`src/rtl/phy_tx_serializer.sv`:
```
// Transmit-side PHY serializer.
// Round-robin multiplexes four 8-bit lanes onto one serial line, MSB first,
// one bit per clk_32f cycle. Empty slots and the start-up/re-enable preamble
// carry IDLE_BYTE so the far-end receiver can lock before data arrives.
module phy_tx_serializer #(
   parameter int         SYNC_BYTES = 4,
   parameter logic [7:0] IDLE_BYTE  = 8'hBC
) (
   input  logic       clk_32f,
   input  logic       reset,
   input  logic       enable,
   input  logic [7:0] data_in_0,
   input  logic [7:0] data_in_1,
   input  logic [7:0] data_in_2,
   input  logic [7:0] data_in_3,
   input  logic       valid_in_0,
   input  logic       valid_in_1,
   input  logic       valid_in_2,
   input  logic       valid_in_3,
   output logic       data_serial,
   output logic [3:0] lane_ack,
   output logic       active_out
);

   typedef enum logic {SYNC = 1'b0, DATA = 1'b1} state_t;

   // Terminal preamble count: the load that sends the last idle byte of the
   // preamble is also the edge that enters DATA.
   localparam logic [3:0] SYNC_LAST = 4'(SYNC_BYTES - 1);

   state_t      state;
   logic [7:0]  shift_reg;
   logic [2:0]  bit_cnt;
   logic [1:0]  slot;
   logic [3:0]  sync_cnt;

   // Lane inputs gathered into arrays so the current slot can index them.
   logic [7:0]  lane_data [4];
   logic [3:0]  lane_valid;
   logic [3:0]  slot_onehot;

   logic        load;
   logic        take;
   logic [7:0]  next_byte;
   logic [3:0]  next_ack;

   // Flatten the individual lane ports into indexable arrays.
   always_comb begin
      lane_data[0] = data_in_0;
      lane_data[1] = data_in_1;
      lane_data[2] = data_in_2;
      lane_data[3] = data_in_3;
      lane_valid   = {valid_in_3, valid_in_2, valid_in_1, valid_in_0};
   end

   // One-hot decode of the current slot, used to form the ack pulse.
   genvar gi;
   generate
      for (gi = 0; gi < 4; gi++) begin : g_slot_dec
         assign slot_onehot[gi] = (slot == 2'(gi));
      end
   endgenerate

   // Byte selection for the coming load edge. A lane is only taken in DATA
   // with enable high; everything else sends the idle byte.
   always_comb begin
      load      = (bit_cnt == 3'd0);
      take      = (state == DATA) && enable && lane_valid[slot];
      next_byte = take ? lane_data[slot] : IDLE_BYTE;
      next_ack  = take ? slot_onehot : 4'b0000;
   end

   // Serializer datapath, slot rotation and SYNC/DATA control in one process.
   always_ff @(posedge clk_32f or posedge reset) begin
      if (reset) begin
         data_serial <= 1'b0;
         lane_ack    <= 4'b0000;
         active_out  <= 1'b0;
         bit_cnt     <= 3'd0;
         slot        <= 2'd0;
         sync_cnt    <= 4'd0;
         shift_reg   <= 8'h00;
         state       <= SYNC;
      end else begin
         // Ack is a single-cycle pulse; only a DATA load can raise it.
         lane_ack <= 4'b0000;
         if (load) begin
            data_serial <= next_byte[7];
            shift_reg   <= {next_byte[6:0], 1'b0};
            bit_cnt     <= 3'd1;
            case (state)
               SYNC: begin
                  slot <= 2'd0;
                  if (enable) begin
                     if (sync_cnt == SYNC_LAST) begin
                        state      <= DATA;
                        sync_cnt   <= 4'd0;
                        active_out <= 1'b1;
                     end else begin
                        sync_cnt <= sync_cnt + 4'd1;
                     end
                  end else begin
                     // Preamble restarts from scratch while disabled.
                     sync_cnt <= 4'd0;
                  end
               end
               DATA: begin
                  if (enable) begin
                     slot     <= slot + 2'd1;
                     lane_ack <= next_ack;
                  end else begin
                     // Leave DATA; the byte loaded here is already idle.
                     state      <= SYNC;
                     slot       <= 2'd0;
                     active_out <= 1'b0;
                  end
               end
               default: begin
                  state <= SYNC;
                  slot  <= 2'd0;
               end
            endcase
         end else begin
            data_serial <= shift_reg[7];
            shift_reg   <= {shift_reg[6:0], 1'b0};
            bit_cnt     <= bit_cnt + 3'd1;
         end
      end
   end

endmodule
```
`config.mk`:
```
export PLATFORM = sky130hd
export DESIGN_NAME = phy_tx_serializer
export DESIGN_NICKNAME = d
export VERILOG_FILES = /design/src/rtl/phy_tx_serializer.sv
export SDC_FILE = /design/constraint.sdc
export NUM_CORES = 1
export LEC_CHECK = 0
export ABC_AREA = 1
export BUFFER_PORTS_ARGS = -buffer_cell sky130_fd_sc_hd__clkbuf_2
export CAP_MARGIN = 25
export CORE_ASPECT_RATIO = 0.6
export CORE_UTILIZATION = 30
export DETAILED_ROUTE_END_ITERATION = 8
export GPL_ROUTABILITY_DRIVEN = 0
export GPL_TIMING_DRIVEN = 0
export MAX_ROUTING_LAYER = met4
export PLACE_DENSITY = 0.6
export RECOVER_POWER = 25
export SYNTH_ARGS = -nofsm -noshare
export SYNTH_HDL_FRONTEND = slang
export SYNTH_SLANG_ARGS = --single-unit
```
`constraint.sdc`:
```
create_clock -name clk_32f -period 2.31 [get_ports clk_32f]
set_input_delay 0.693 -clock clk_32f [delete_from_list [all_inputs] [get_ports clk_32f]]
set_output_delay 0.693 -clock clk_32f [all_outputs]
set_load 0.01 [all_outputs]
```
Word level (Yosys, flattened, before mapping). Index checks and enable logic that the tools add are counted. Widths: inputs -> output; s select.

Shifts and indexed selects: 0. Magnitude comparators: 2. Multiply operators: 0. Mux-type cells: 25. Reduce and logical (&&, ||, !) cells: 6. Add/sub/neg operators: 3. Equality and inequality tests: 7. Div/mod/pow operators: 0. Bitwise logic cells: 2.

Operators with widths (count): $mux 8 (4); $mux 4 (6); $bmux 8 s2 (1); $mux 1 (8); $ne 2x2->1 const B (3); $add 4x1->4 const B (1); $eq 2x2->1 const B (2); $eq 4x2->1 const B (1); $pmux 1 s2 (2); $pmux 2 s2 (1); $reduce_and 4->1 (1); $add 3x1->3 const B (1); $ge 3x3->1 const B (1); $logic_not 3->1 (1); $lt 2x3->1 const B (1); $mux 3 (1); $not 2->3 (1); $add 2x1->2 const B (1); $bmux 1 s2 (1); $eq 2x1->1 const B (1); $logic_and 1x1->1 (2); $logic_not 2->1 (1); $mux 2 (1); $reduce_and 2->1 (1); $not 1->1 (1).

Logic and storage cells: 53. Memories kept: 0. Output and inout port bits: 6. RAM bits: 0. Register bits after elaboration: 24. Latch bits: 0. Bits in read-only memories: 0.

Longest topological paths before layout.
Depth after elaboration: 7. Mapped depth: 9.

Least setup slack after synthesis. No wires, ideal clock.

Kind: reg2reg. Start point: register bit_cnt[0]. End point: register data_serial. Data arrival time: 1.164 ns. Data required time: 2.197 ns. Buffers on the path: 1. Cell stages (with the launch flop): 9. Setup slack: 1.033 ns. Clock period less this slack: 1.277 ns. Path through: dfrtp_1 -> inv_1 -> ha_1 -> inv_1 -> nor2_2 -> clkbuf_2 -> or2_2 -> nand2_1 -> inv_1.

Word-level cells in the longest chain between the ends: 2.

RTL lines: from (decl) (RTL line 33) `logic [2:0] bit_cnt;`; from (signal assigned) (RTL line 126) `bit_cnt <= bit_cnt + 3'd1;`; $logic_not 3->1 (RTL line 67) `load = (bit_cnt == 3'd0);`; $mux 1 (RTL line 87) `if (load) begin`; to (signal assigned) (RTL line 88) `data_serial <= next_byte[7];`; to (signal assigned) (RTL line 124) `data_serial <= shift_reg[7];`; to (decl) (RTL line 20) `output logic data_serial,`.

No other way between the ends. A chain may end at the register's enable or synchronous reset.

Worst setup path in the final report.
Start point: register active_out. End point: output active_out.

RTL lines: from (decl) (RTL line 22) `output logic active_out`; from (signal assigned) (RTL line 78) `active_out <= 1'b0;`; from (signal assigned) (RTL line 98) `active_out <= 1'b1;`; from (signal assigned) (RTL line 115) `active_out <= 1'b0;`.

No word-level cell between the ends.

==> out/results.tsv <==
metric	value	unit
pwr/cell area	433	nW/µm²
Post-Syn Instances	190	
post-synthesis sequential area ratio	41.0	%
syn_nets	236	
R2R cell count	8	
Worst Hold Class	flip-flop to flip-flop	
initial antenna violation count	0	
Clock Tree Root	clkbuf_8	
Clock Skew	0.00727	ns
DIE AREA	4970	µm²
CP max FO	2	
cts bufs inserted	3	
WP depth	1	
first-pass GRT wire length	5.15	mm
clk_lat worst skew	0.27	ns
met1 wire length	1.49	mm
Worst EP required	1.62	ns
vias post-DR	1246	
routed length on met2	1.14	mm
Max Clock Freq	679	MHz
fraction of layout cells with a size suffix above 1	29.0	%
Arr. time, crit path	0.78	ns
Hold Path Stages	2	
post_cts resized	0	
H-Tree Depth	1	
synth-to-layout area growth	24.2	%
routed wire length	2.83	mm
1st-pass router iterations	4	
CTS clk-pin slew, worst paths	0.08	ns
I/O pins	45	
Highest Signal Layer	met4	
Initial Utilization	32.6	%
synthesized area per cell	7.39	µm²
I/O Buffers	44	
Warnings, synthesis	0	
max reg flops	7	
Rel. slew slack	41.8	%
Post-DP HPWL	2.19	mm
DRC errors left	0	
mapped cell area	1400	µm²
Core Rows	18	
Setup violations, final	0	
peak supply drop	0.183	mV
crit path buf inv count	1	
Core Area	4300	µm²
count of cell types in the netlist	24	
CP Class	flip-flop to output pin	
Nets	285	
Slowest Stage Delay on Critical Path	0.39	ns
DRT iter0 DRCs	54	
Core Util, Final	40.5	%
CTS tree	done	
CTS Hold Bufs	0	
CP Capture Type	output pin	
Slew Viols, Final	0	
Final Cycle Share	63.8	%
status	finished clean	
Worst-Margin Slew	0.872	ns
Final TNS setup	0	ns
CP cell instances	clkbuf_2	
Final ANT Viol Nets	0	
vias in the first global route	1195	
die width	90.3	µm
Max-Cap Viols	0	
ANT cells	0	
chip height	55.0	µm
CP delay by family, top	flip-flops	
Leak	1.02	nW
Vias/cell	4.18	
Worst setup SP type	flip-flop	
Synth Register Bits	23	
fin crit period	1.47	ns
pin count of the biggest net entering global routing	24	
TritonCTS Sinks	23	
number of post-CTS setup repair buffers	0	
Bufs on Longest Clock Path	2	
Crit-path slowest cell	dfrtp_1	
routed wl met3	185	µm
gr usage total	13.8	%
WL/cell	9.50	µm
unrepaired setup endpoints after global routing	false	
Fin. Hold Viols	0	
total congestion overflow	0	
==> kinds of logic (layout without fill, tap and decap cells) <==
family | Yosys count | in the layout | synth area share, %
AO/OA/AOI/OAI | 13 | 13 | 4.90
XOR/XNOR | 3 | 3 | 1.87
AND/OR/NAND/NOR | 112 | 112 | 35.9
flip-flops | 23 | 23 | 41.0
buffers and inverters | 32 | 80 | 10.1
adder cells (fa/ha/maj) | 7 | 7 | 6.24
==> cell type report <==
type | count | area, µm²
Buffer | 6 | 43.8
Inverter | 26 | 97.6
Tap cell | 60 | 75.1
Multi-Input combinational cell | 135 | 684
Clock inverter | 1 | 5.00
Fill cell | 465 | 2560
Timing Repair Buffer | 44 | 220
Sequential cell | 23 | 576
Clock buffer | 3 | 41.3
==> per-layer routing <==
| metal | up-vias | track usage [%] |
|---|---|---|
| li1 | 674 | - |
| met1 | 539 | 17.4 |
| met2 | 31 | 22.3 |
| met3 | 2 | 4.10 |
| met4 | 0 | 3.23 |
| met5 | - | - |
==> placed cells by master (no fill, tap or decap) <==
cell type,count
nand2_1,66
clkbuf_2,45
inv_1,23
dfrtp_1,23
nand3_1,21
nor2_1,14
o21ai_0,9
ha_1,7
or2_2,5
buf_4,3
inv_2,3
clkbuf_8,3
nand2_2,2
o21ai_1,2
xor2_1,2
buf_6,1
nand3_2,1
nand2_4,1
nor2_8,1
buf_2,1
a21oi_2,1
xnor2_1,1
nor2_4,1
a21oi_1,1
clkinv_2,1
==> per-stage QoR <==
step / std cells / area (µm²) / setup WS (ns) / hold WS, ns / power [mW]
global placement: 294 / 1700 / 0.817 / 0.435 / 0.515
floorplan: 190 / 1400 / 1.03 / 0.426 / 0.472
finish: 298 / 1740 / 0.837 / 0.454 / 0.754
CTS: 298 / 1750 / 0.824 / 0.456 / 0.765
detailed placement: 294 / 1700 / 0.820 / 0.436 / 0.516
global route: 298 / 1740 / 0.615 / 0.474 / 0.799
==> report_power, final <==
group          internal, mW  switching [mW]  leakage [nW]
clock                 0.120           0.128        0.0255
combinational        0.0429          0.0455         0.700
sequential            0.411         0.00691         0.290
==> worst min-delay path, delay by kind of cell, from the launching register on <==
| family | cells | cell delay, ns |
|---|---|---|
| flops | 1 | 0.32 |
| simple gates | 2 | 0.10 |
==> final timing paths <==
check | startpoint | to | slack [ns]
worst max-delay path | active_out | active_out | 0.84
worst min-delay path | shift_reg[6] | shift_reg[7] | 0.45
worst max register to register | bit_cnt[0] | shift_reg[1] | 0.85
worst min register to register | shift_reg[6] | shift_reg[7] | 0.45
max in group asynchronous | reset | shift_reg[6] | 1.19
min in group asynchronous | reset | sync_cnt[3] | 0.58
==> synthesized netlist by cell type <==
master | n | area (µm²)
clkbuf_2 | 1 | 5.00
inv_1 | 23 | 86.3
o21ai_0 | 9 | 45.0
nor2_2 | 1 | 6.26
xnor2_1 | 1 | 8.76
o21ai_1 | 2 | 10.0
nand2_2 | 2 | 12.5
nor2_4 | 1 | 11.3
buf_4 | 3 | 22.5
nand2_4 | 1 | 11.3
dfrtp_1 | 23 | 576
nor2_8 | 1 | 20.0
nand2_1 | 66 | 248
a21oi_2 | 1 | 8.76
a21oi_1 | 1 | 5.00
buf_6 | 1 | 11.3
nor2_1 | 13 | 48.8
buf_2 | 1 | 5.00
inv_2 | 3 | 11.3
or2_2 | 5 | 31.3
ha_1 | 7 | 87.6
nand3_1 | 21 | 105
xor2_1 | 2 | 17.5
nand3_2 | 1 | 10.0
(Power assumes the default switching activity.)
